`src/rtl/decode_stage.sv`:
```
// decode_stage: instruction-decode pipeline stage in front of the register file.
// Splits the IF/ID instruction and drives the register-file read addresses
// combinationally. Decodes the control signals and captures them, the operands,
// the immediate and PC+4 into the ID/EX register at the next rising edge.
// Inserts a one-cycle bubble and fetch stall on a load-use hazard, squashes the
// decode on Flush, and halts permanently (until Reset) on an illegal opcode.
//
// Ports:
//   Clk, Reset                  clock, async active-high reset
//   InstrValid, Instruction,    IF/ID register contents
//   PCPlus4
//   Flush                       branch taken downstream, squash this decode
//   ReadRegister1/2             register-file read addresses (rs, rt)
//   ReadData1/2                 register-file read data
//   Stall                       hold PC and IF/ID this cycle
//   Halted                      illegal opcode seen
//   Ex*                         ID/EX pipeline register
//
// state | meaning
// RUN   | normal decode, hazard and flush handling active
// HALT  | illegal opcode decoded; every cycle writes a bubble

module decode_stage (
  input  logic        Clk,
  input  logic        Reset,
  input  logic        InstrValid,
  input  logic [31:0] Instruction,
  input  logic [31:0] PCPlus4,
  input  logic        Flush,
  output logic [4:0]  ReadRegister1,
  output logic [4:0]  ReadRegister2,
  input  logic [31:0] ReadData1,
  input  logic [31:0] ReadData2,
  output logic        Stall,
  output logic        Halted,
  output logic        ExValid,
  output logic        ExRegWrite,
  output logic        ExMemRead,
  output logic        ExMemWrite,
  output logic        ExMemToReg,
  output logic        ExALUSrc,
  output logic        ExBranch,
  output logic [3:0]  ExALUCtl,
  output logic [31:0] ExReadData1,
  output logic [31:0] ExReadData2,
  output logic [31:0] ExImm,
  output logic [4:0]  ExRs,
  output logic [4:0]  ExRt,
  output logic [4:0]  ExDest,
  output logic [4:0]  ExShamt,
  output logic [31:0] ExPCPlus4
);

  typedef enum logic {RUN = 1'b0, HALT = 1'b1} state_t;

  state_t state, nextState;

  logic [5:0]  opcode, funct;
  logic [4:0]  rs, rt, rd, dest;
  logic [31:0] imm;
  logic        legal, regWrite, memRead, memWrite, memToReg, aluSrc, branch;
  logic        signExt, destRd, readsRt;
  logic [3:0]  aluCtl;
  logic        hazard, load;

  assign opcode = Instruction[31:26];
  assign rs     = Instruction[25:21];
  assign rt     = Instruction[20:16];
  assign rd     = Instruction[15:11];
  assign funct  = Instruction[5:0];

  assign ReadRegister1 = rs;
  assign ReadRegister2 = rt;

  always_comb begin
    legal    = 1'b1;
    regWrite = 1'b0;
    memRead  = 1'b0;
    memWrite = 1'b0;
    memToReg = 1'b0;
    aluSrc   = 1'b0;
    branch   = 1'b0;
    aluCtl   = 4'b0010;
    signExt  = 1'b0;
    destRd   = 1'b0;
    readsRt  = 1'b0;
    case (opcode)
      6'h00: begin
        regWrite = 1'b1;
        destRd   = 1'b1;
        readsRt  = 1'b1;
        case (funct)
          6'h20:   aluCtl = 4'b0010;
          6'h22:   aluCtl = 4'b0110;
          6'h24:   aluCtl = 4'b0000;
          6'h25:   aluCtl = 4'b0001;
          6'h2A:   aluCtl = 4'b0111;
          6'h00:   aluCtl = 4'b0011;
          default: legal  = 1'b0;
        endcase
      end
      6'h23: begin
        aluSrc = 1'b1; memRead = 1'b1; memToReg = 1'b1; regWrite = 1'b1; signExt = 1'b1;
      end
      6'h2B: begin
        aluSrc = 1'b1; memWrite = 1'b1; signExt = 1'b1; readsRt = 1'b1;
      end
      6'h04: begin
        aluCtl = 4'b0110; branch = 1'b1; signExt = 1'b1; readsRt = 1'b1;
      end
      6'h08: begin
        aluSrc = 1'b1; regWrite = 1'b1; signExt = 1'b1;
      end
      6'h0C: begin
        aluCtl = 4'b0000; aluSrc = 1'b1; regWrite = 1'b1;
      end
      6'h0D: begin
        aluCtl = 4'b0001; aluSrc = 1'b1; regWrite = 1'b1;
      end
      default: legal = 1'b0;
    endcase
  end

  assign imm  = signExt ? {{16{Instruction[15]}}, Instruction[15:0]} : {16'h0000, Instruction[15:0]};
  assign dest = destRd ? rd : rt;

  // Only a valid load still sitting in EX can create a load-use dependency.
  assign hazard = InstrValid && ExValid && ExMemRead && (ExRt != 5'd0) &&
                  ((ExRt == rs) || (readsRt && (ExRt == rt)));

  always_ff @(posedge Clk or posedge Reset) begin
    if (Reset) state <= RUN;
    else       state <= nextState;
  end

  always_comb begin
    nextState = state;
    Stall     = 1'b0;
    load      = 1'b0;
    case (state)
      RUN: begin
        if (InstrValid && !Flush && !legal) nextState = HALT;
        Stall = !Flush && hazard;
        load  = InstrValid && !Flush && !hazard && legal;
      end
      HALT: nextState = HALT;
      default: nextState = RUN;
    endcase
  end

  assign Halted = (state == HALT);

  always_ff @(posedge Clk or posedge Reset) begin
    if (Reset) begin
      ExValid     <= 1'b0;
      ExRegWrite  <= 1'b0;
      ExMemRead   <= 1'b0;
      ExMemWrite  <= 1'b0;
      ExMemToReg  <= 1'b0;
      ExALUSrc    <= 1'b0;
      ExBranch    <= 1'b0;
      ExALUCtl    <= 4'b0000;
      ExReadData1 <= 32'h0;
      ExReadData2 <= 32'h0;
      ExImm       <= 32'h0;
      ExRs        <= 5'd0;
      ExRt        <= 5'd0;
      ExDest      <= 5'd0;
      ExShamt     <= 5'd0;
      ExPCPlus4   <= 32'h0;
    end else begin
      // Data fields are captured every cycle; a bubble is defined by the controls alone.
      ExReadData1 <= ReadData1;
      ExReadData2 <= ReadData2;
      ExImm       <= imm;
      ExRs        <= rs;
      ExRt        <= rt;
      ExDest      <= dest;
      ExShamt     <= Instruction[10:6];
      ExPCPlus4   <= PCPlus4;
      ExValid     <= load;
      ExRegWrite  <= load && regWrite && (dest != 5'd0);
      ExMemRead   <= load && memRead;
      ExMemWrite  <= load && memWrite;
      ExMemToReg  <= load && memToReg;
      ExALUSrc    <= load && aluSrc;
      ExBranch    <= load && branch;
      ExALUCtl    <= load ? aluCtl : 4'b0000;
    end
  end

endmodule

```
`config.mk`:
```
export PLATFORM = sky130hd
export DESIGN_NAME = decode_stage
export DESIGN_NICKNAME = d
export VERILOG_FILES = /design/src/rtl/decode_stage.sv
export SDC_FILE = /design/constraint.sdc
export NUM_CORES = 1
export LEC_CHECK = 0
export ABC_CLOCK_PERIOD_IN_PS = 5700
export CAP_MARGIN = 20
export CORE_AREA = 3 3 115 117
export CTS_CLUSTER_SIZE = 30
export DETAILED_ROUTE_END_ITERATION = 8
export DIE_AREA = 0 0 118 120
export PLACE_DENSITY = 0.81
export SLEW_MARGIN = 10
export SYNTH_ARGS = -nofsm -noshare
export SYNTH_HDL_FRONTEND = slang
export SYNTH_SLANG_ARGS = --single-unit
```
`constraint.sdc`:
```
create_clock -name Clk -period 5.7 [get_ports Clk]
set_input_delay 1.14 -clock Clk [delete_from_list [all_inputs] [get_ports Clk]]
set_output_delay 1.14 -clock Clk [all_outputs]
set_load 0.005 [all_outputs]
```
==> results.py, run 1 <==
metrics = {
    "run_status": {
        "run_status": "completed",
    },
    "floorplan": {
        "die_h_um": 120,
        "io-pin-count": 303,
        "fp.dieW_um": 118,
        "start_util_pct": 34.6,
        "fp.coreArea_mm2": 0.0125,
        "rows": 41,
        "dieArea_mm2": 0.0142,
    },
    "sta": {
        "rsz0062_at_grt": "no",
        "fin_setup_tns_ns": 0,
        "period_share_pct": 80.9,
        "period_minus_slack_ns": 4.61,
        "tightest_slew_ns": 0.936,
        "max_freq_mhz": 217,
        "finalClockSkew_ns": 0.00872,
        "hold_viol": 0,
        "slew_viol_final": 0,
        "setup_viol_count_final": 0,
        "slew_headroom_pct": 37.6,
        "setup_ws_ns": 1.09,
    },
    "synth": {
        "yosysMostFrequentCell": "dfrtp_1",
        "synthFlopType": "dfrtp_1",
        "synth.yosys.seq_area_share_pct": 80.1,
        "synth_edf_count": 0,
        "ys_types": 36,
        "synth_top_area_share_pct": 80.1,
        "synth_top_cell_by_area": "dfrtp_1",
        "synth.avg_cell_area_um2": 16.8,
        "yosys-top-cells-area": "dfrtp_1, buf_4, xor2_1",
        "synth_area_mm2": 0.00431,
        "ys_ff_latch": 138,
        "postSynthCellCount": 256,
        "ys_async_sr_fraction_pct": 100,
        "yosys-top-cells-count": "dfrtp_1, buf_4, nor2_1, xor2_1, nor3_1",
        "ys_warn_count": 0,
        "synth_nets": 388,
    },
    "setup_path": {
        "endpoint_kind": "output pin",
        "worst_path_most_repeated_cell": "clkdlybuf4s50_1",
        "max_stage_delay_ns": 0.60,
        "startpoint_type": "primary input",
        "critical_path_class": "in2out",
        "crit_required_ns": 4.56,
        "r2r_slack_ns": 3.94,
        "crit_family": "buffers and inverters",
        "worstPathArrival_ns": 3.47,
        "cpMaxStageDelayCell": "clkdlybuf4s50_1",
        "crit_chain": "clkdlybuf4s50_1, nor4_4, a21oi_1, nand4b_1, a211oi_1, clkdlybuf4s50_1",
        "cp_num_buf_inv": 2,
        "cp_max_fo": 10,
    },
    "cts": {
        "root_buffer": "clkbuf_16",
        "hold_buffers": 0,
        "cts_tree": "yes",
        "cts_buffer_depth": 2,
        "clock_sinks": 138,
        "path_clk_slew_ns": 0.06,
        "ctsHtreeMaxLevel": 4,
        "cts_resized": 0,
        "cts_setup_buffers": 0,
        "cts_buffers": 17,
        "clock_latency_ns": 0.42,
    },
    "final_layout": {
        "final_nets": 675,
        "layout-drive-gt1-share_pct": 8.09,
        "n_fill_cell": 895,
        "syn_to_final_growth_pct": 83.8,
        "post-route-cell-area_mm2": 0.00792,
    },
    "global_route": {
        "grt_usage_pct": 20.4,
        "grt_pass1_vias": 3604,
        "grt_pass1_wl_um": 21300,
        "antenna_found_initial": 1,
        "grt_max_degree": 109,
        "overflow": 0,
    },
    "job": {
        "max_cap_viol_count": 0,
    },
    "drt": {
        "drtPass1Iterations": 4,
        "viasPerCell": 4.29,
        "ant_nets": 0,
        "vias": 3129,
        "wl_per_cell_um": 19.3,
        "first_iter_violations": 138,
        "drc": 0,
        "wl_um": 14100,
    },
    "place": {
        "pre_cts_slack_ns": 1.11,
        "placedInstanceArea_mm2": 0.00730,
        "place.gp.congestion": 0.871,
        "hpwl_um": 10700,
        "io_buffers": 301,
    },
    "min_path": {
        "min_path_type": "reg2reg",
    },
    "pwr": {
        "p_leak_nw": 3.29,
        "irDropWorstVdd_mv": 0.175,
        "fin_total_pwr_mw": 2.47,
        "p_per_area_mw_per_mm2": 311,
    },
}
[power by group]
part / leakage, nW / switching (mW) / internal [mW] / total (mW)
Clock: 0.299 / 0.423 / 0.738 / 1.16
Sequential: 1.63 / 0.0175 / 1.03 / 1.04
Combinational: 1.36 / 0.0865 / 0.178 / 0.264
Total: 3.29 / 0.527 / 1.94 / 2.47
[state kept, by name (all words and copies together), names as in the netlist]
name and count:
ExPCPlus4 32, ExValid 1, ExReadData1 32, ExMemWrite 1, ExRegWrite 1, ExReadData2 32, ExBranch 1, ExRt 5
ExShamt 4, ExALUCtl 3, ExImm 13, ExALUSrc 1, ExRs 5, ExDest 5, Halted 1, ExMemToReg 1
[routing by layer]
metal,track usage [%],routed length (µm)
met3,8.15,1050
met2,37.7,7840
met5,0,0
met4,8.42,357
met1,20.3,4860
[per-stage QoR]
stage | std cells | hold slack (ns) | utilization, %
finish | 729 | 0.552 | 63.6
global route | 729 | 0.598 | 63.6
CTS | 728 | 0.547 | 63.5
detailed placement | 696 | 0.527 | 58.5
global placement | 696 | 0.529 | 58.5
floorplan | 256 | 0.514 | -
[placed cells by master, fill, tap and decap left out, drive strengths merged, types with 2 or more instances in the layout]
cell type        n
nor2             9
nand2            4
nand2b           4
clkbuf          20
xor2             9
nand4b           2
a21oi            6
or4              2
a31oi            2
o22ai            2
and3             4
clkdlybuf4s50  301
o21ai            3
bufinv           4
nor4             2
xnor2            2
and4bb           2
clkinv           5
dfrtp          138
and4b            2
nor3b            2
nor3             7
mux2             5
nand3            3
inv              5
[kinds of logic after synthesis]
kind of cell | count (synthesis) | share of synthesized area (%)
xor+xnor | 11 | 2.24
compound gates | 18 | 2.99
buf+inv | 37 | 6.18
mux | 5 | 1.31
other cells | 1 | 0.0870
simple gates | 46 | 7.08
flops | 138 | 80.1
[cell type report]
class	count	area [µm²]	share of cell area [%]
sequential	138	3450	43.6
timing repair buffer	302	3020	38.1
multi-input combinational	81	591	7.45
clock buffer	20	437	5.51
tap	172	215	2.72
clock inverter	12	189	2.38
inverter	3	16.3	0.205
antenna	1	2.50	0.0316
[final timing paths]
check / from / to / cells past startpoint
max in group asynchronous: Reset / ExReadData2[25]$_DFF_PP0_ / 3
setup reg to reg: ExRt[3]$_DFF_PP0_ / ExMemWrite$_DFF_PP0_ / 6
setup / recovery: Instruction[29] / Stall / 6
hold reg to reg: Halted$_DFF_PP0_ / Halted$_DFF_PP0_ / 1
min in group asynchronous: Reset / ExReadData1[15]$_DFF_PP0_ / 2
hold / removal: Halted$_DFF_PP0_ / Halted$_DFF_PP0_ / 1
Note: power is estimated with default switching activity, not from simulation.
==> run 2, diff against run 1 <==
==> config.mk (replaced) <==
export PLATFORM = sky130hd
export DESIGN_NAME = decode_stage
export DESIGN_NICKNAME = d
export VERILOG_FILES = /design/src/rtl/decode_stage.sv
export SDC_FILE = /design/constraint.sdc
export NUM_CORES = 1
export LEC_CHECK = 0
export ABC_CLOCK_PERIOD_IN_PS = 3800
export CAP_MARGIN = 20
export CORE_AREA = 3 3 122 124
export CTS_CLUSTER_SIZE = 30
export DETAILED_ROUTE_END_ITERATION = 8
export DIE_AREA = 0 0 125 127
export PLACE_DENSITY = 0.76
export SLEW_MARGIN = 10
export SYNTH_ARGS = -nofsm -noshare
export SYNTH_HDL_FRONTEND = slang
export SYNTH_SLANG_ARGS = --single-unit
==> constraint.sdc (replaced) <==
create_clock -name Clk -period 3.8 [get_ports Clk]
set_input_delay 0.76 -clock Clk [delete_from_list [all_inputs] [get_ports Clk]]
set_output_delay 0.76 -clock Clk [all_outputs]
set_load 0.005 [all_outputs]
==> results.py, run 2 (synthesized netlist as in run 1, its figures left out) <==
metrics = {
    "floorplan": {
        "dieArea_mm2": 0.0159,
        "io-pin-count": 303,
        "fp.dieW_um": 125,
        "fp.coreArea_mm2": 0.0139,
        "die_h_um": 127,
        "start_util_pct": 31.1,
        "rows": 43,
    },
    "cts": {
        "ctsHtreeMaxLevel": 4,
        "cts_buffers": 17,
        "cts_tree": "yes",
        "root_buffer": "clkbuf_16",
        "clock_latency_ns": 0.40,
        "cts_buffer_depth": 2,
        "clock_sinks": 138,
        "cts_setup_buffers": 0,
        "path_clk_slew_ns": 0.06,
    },
    "setup_path": {
        "crit_required_ns": 3.04,
        "r2r_start": "ExRt[3]$_DFF_PP0_",
        "critical_path_class": "in2out",
        "cp_num_buf_inv": 2,
        "cp-endpoint": "Stall",
        "reg2reg_to": "ExMemWrite$_DFF_PP0_",
        "crit_chain": "clkdlybuf4s50_1, xor2_1, nor4_2, nand4b_1, a211oi_2, clkdlybuf4s50_1",
        "worstPathArrival_ns": 2.87,
        "max_stage_delay_ns": 0.56,
        "r2r_slack_ns": 2.02,
        "cpMaxStageDelayCell": "clkdlybuf4s50_1",
        "worst_path_most_repeated_cell": "clkdlybuf4s50_1",
        "endpoint_kind": "output pin",
        "worst-path-stages": 6,
        "ff2ff_path_depth": 6,
        "setup.worst_path.start": "Instruction[19]",
        "startpoint_type": "primary input",
        "cp_max_fo": 2,
        "crit_family": "buffers and inverters",
    },
    "final_layout": {
        "final_nets": 687,
        "final_cell_mix": "clkdlybuf4s50_1, dfrtp_1, clkbuf_16, buf_4",
        "n_fill_cell": 1081,
        "layout-drive-gt1-share_pct": 10.9,
        "syn_to_final_growth_pct": 87.8,
        "layout_commonest_cell": "clkdlybuf4s50_1",
        "diodes": 0,
        "fin_util_pct": 58.3,
        "top_regs": "ExPCPlus4 x32, ExReadData1 x32, ExReadData2 x32",
        "ff_latch_area_mm2": 0.00345,
        "multi_input_area_um2": 602,
    },
    "drt": {
        "wl_um": 13300,
        "drtPass1Iterations": 4,
        "vias": 3114,
        "ant_nets": 0,
        "viasPerCell": 4.16,
        "drc": 0,
        "first_iter_violations": 119,
        "wl_per_cell_um": 17.8,
    },
    "place": {
        "place.gp.congestion": 0.876,
        "hpwl_um": 10400,
        "io_buffers": 301,
    },
    "global_route": {
        "grt_max_degree": 67,
        "antenna_found_initial": 0,
        "grt_usage_pct": 16.7,
        "grt_pass1_wl_um": 20000,
        "grt_pass1_vias": 3449,
        "overflow": 0,
    },
    "sta": {
        "setup_viol_count_final": 0,
        "slew_headroom_pct": 59.2,
        "hold_viol": 0,
        "rsz0062_at_grt": "no",
        "tightest_slew_ns": 0.610,
        "slew_viol_final": 0,
        "max_freq_mhz": 276,
        "period_minus_slack_ns": 3.63,
        "period_share_pct": 95.5,
        "finalClockSkew_ns": 0.00514,
    },
    "min_path": {
        "min_path_type": "reg2reg",
        "holdPathStages": 1,
    },
    "job": {
        "max_cap_viol_count": 0,
    },
    "pwr": {
        "p_per_area_mw_per_mm2": 468,
        "fin_total_pwr_mw": 3.79,
        "irDropWorstVdd_mv": 0.262,
        "p_leak_nw": 3.38,
    },
    "run_status": {
        "run_status": "completed",
    },
}
[run 2: timing repair]
| action | CTS | global route |
|---|---|---|
| setup endpoints to repair | 1 | 1 |
| resized for setup | 1 | 1 |
| hold buffers | 0 | 0 |
[run 2: worst min-delay path by stage]
stage / start / end / slack, ns
floorplan: Halted$_DFF_PP0_ / Halted$_DFF_PP0_ / 0.51
global placement: Halted$_DFF_PP0_ / Halted$_DFF_PP0_ / 0.57
detailed placement: Halted$_DFF_PP0_ / Halted$_DFF_PP0_ / 0.56
CTS: Halted$_DFF_PP0_ / Halted$_DFF_PP0_ / 0.58
global route: Halted$_DFF_PP0_ / Halted$_DFF_PP0_ / 0.63
finish: Halted$_DFF_PP0_ / Halted$_DFF_PP0_ / 0.60
[run 2: area by class of cell]
| type | instances | share of cell area (%) |
|---|---|---|
| sequential | 138 | 42.7 |
| inverter | 3 | 0.185 |
| tap | 180 | 2.78 |
| clock buffer | 19 | 5.59 |
| timing repair buffer | 314 | 38.7 |
| multi-input combinational | 81 | 7.43 |
| clock inverter | 13 | 2.63 |
[run 2: per-layer routing]
layer  vias up  global-route usage (%)  routed length, µm
met1      1523                    18.3               4800
met2       161                    30.6               7410
met3        14                    5.18                896
met4         0                    5.93                178
met5         -                       0                  0
li1       1416                       -                  -
[run 2: through the flow]
stage | instances | hold WS [ns] | TNS [ns] | worst slack [ns] | area [µm²]
4_1_cts | 748 | 0.578 | 0 | 0.0772 | 8090
3_5_place_dp | 716 | 0.561 | -0.000490 | -0.000490 | 7420
6_report | 748 | 0.598 | 0 | 0.172 | 8100
3_3_place_gp | 716 | 0.571 | -0.0354 | -0.0354 | 7420
2_1_floorplan | 256 | 0.514 | 0 | 1.21 | 4310
5_1_grt | 748 | 0.627 | 0 | 0.0822 | 8100
[run 2: report_power, final]
part / switching (mW) / leakage, nW / internal (mW)
logic: 0.129 / 1.43 / 0.277
registers: 0.0253 / 1.63 / 1.54
clock network: 0.618 / 0.328 / 1.21
total: 0.772 / 3.38 / 3.02
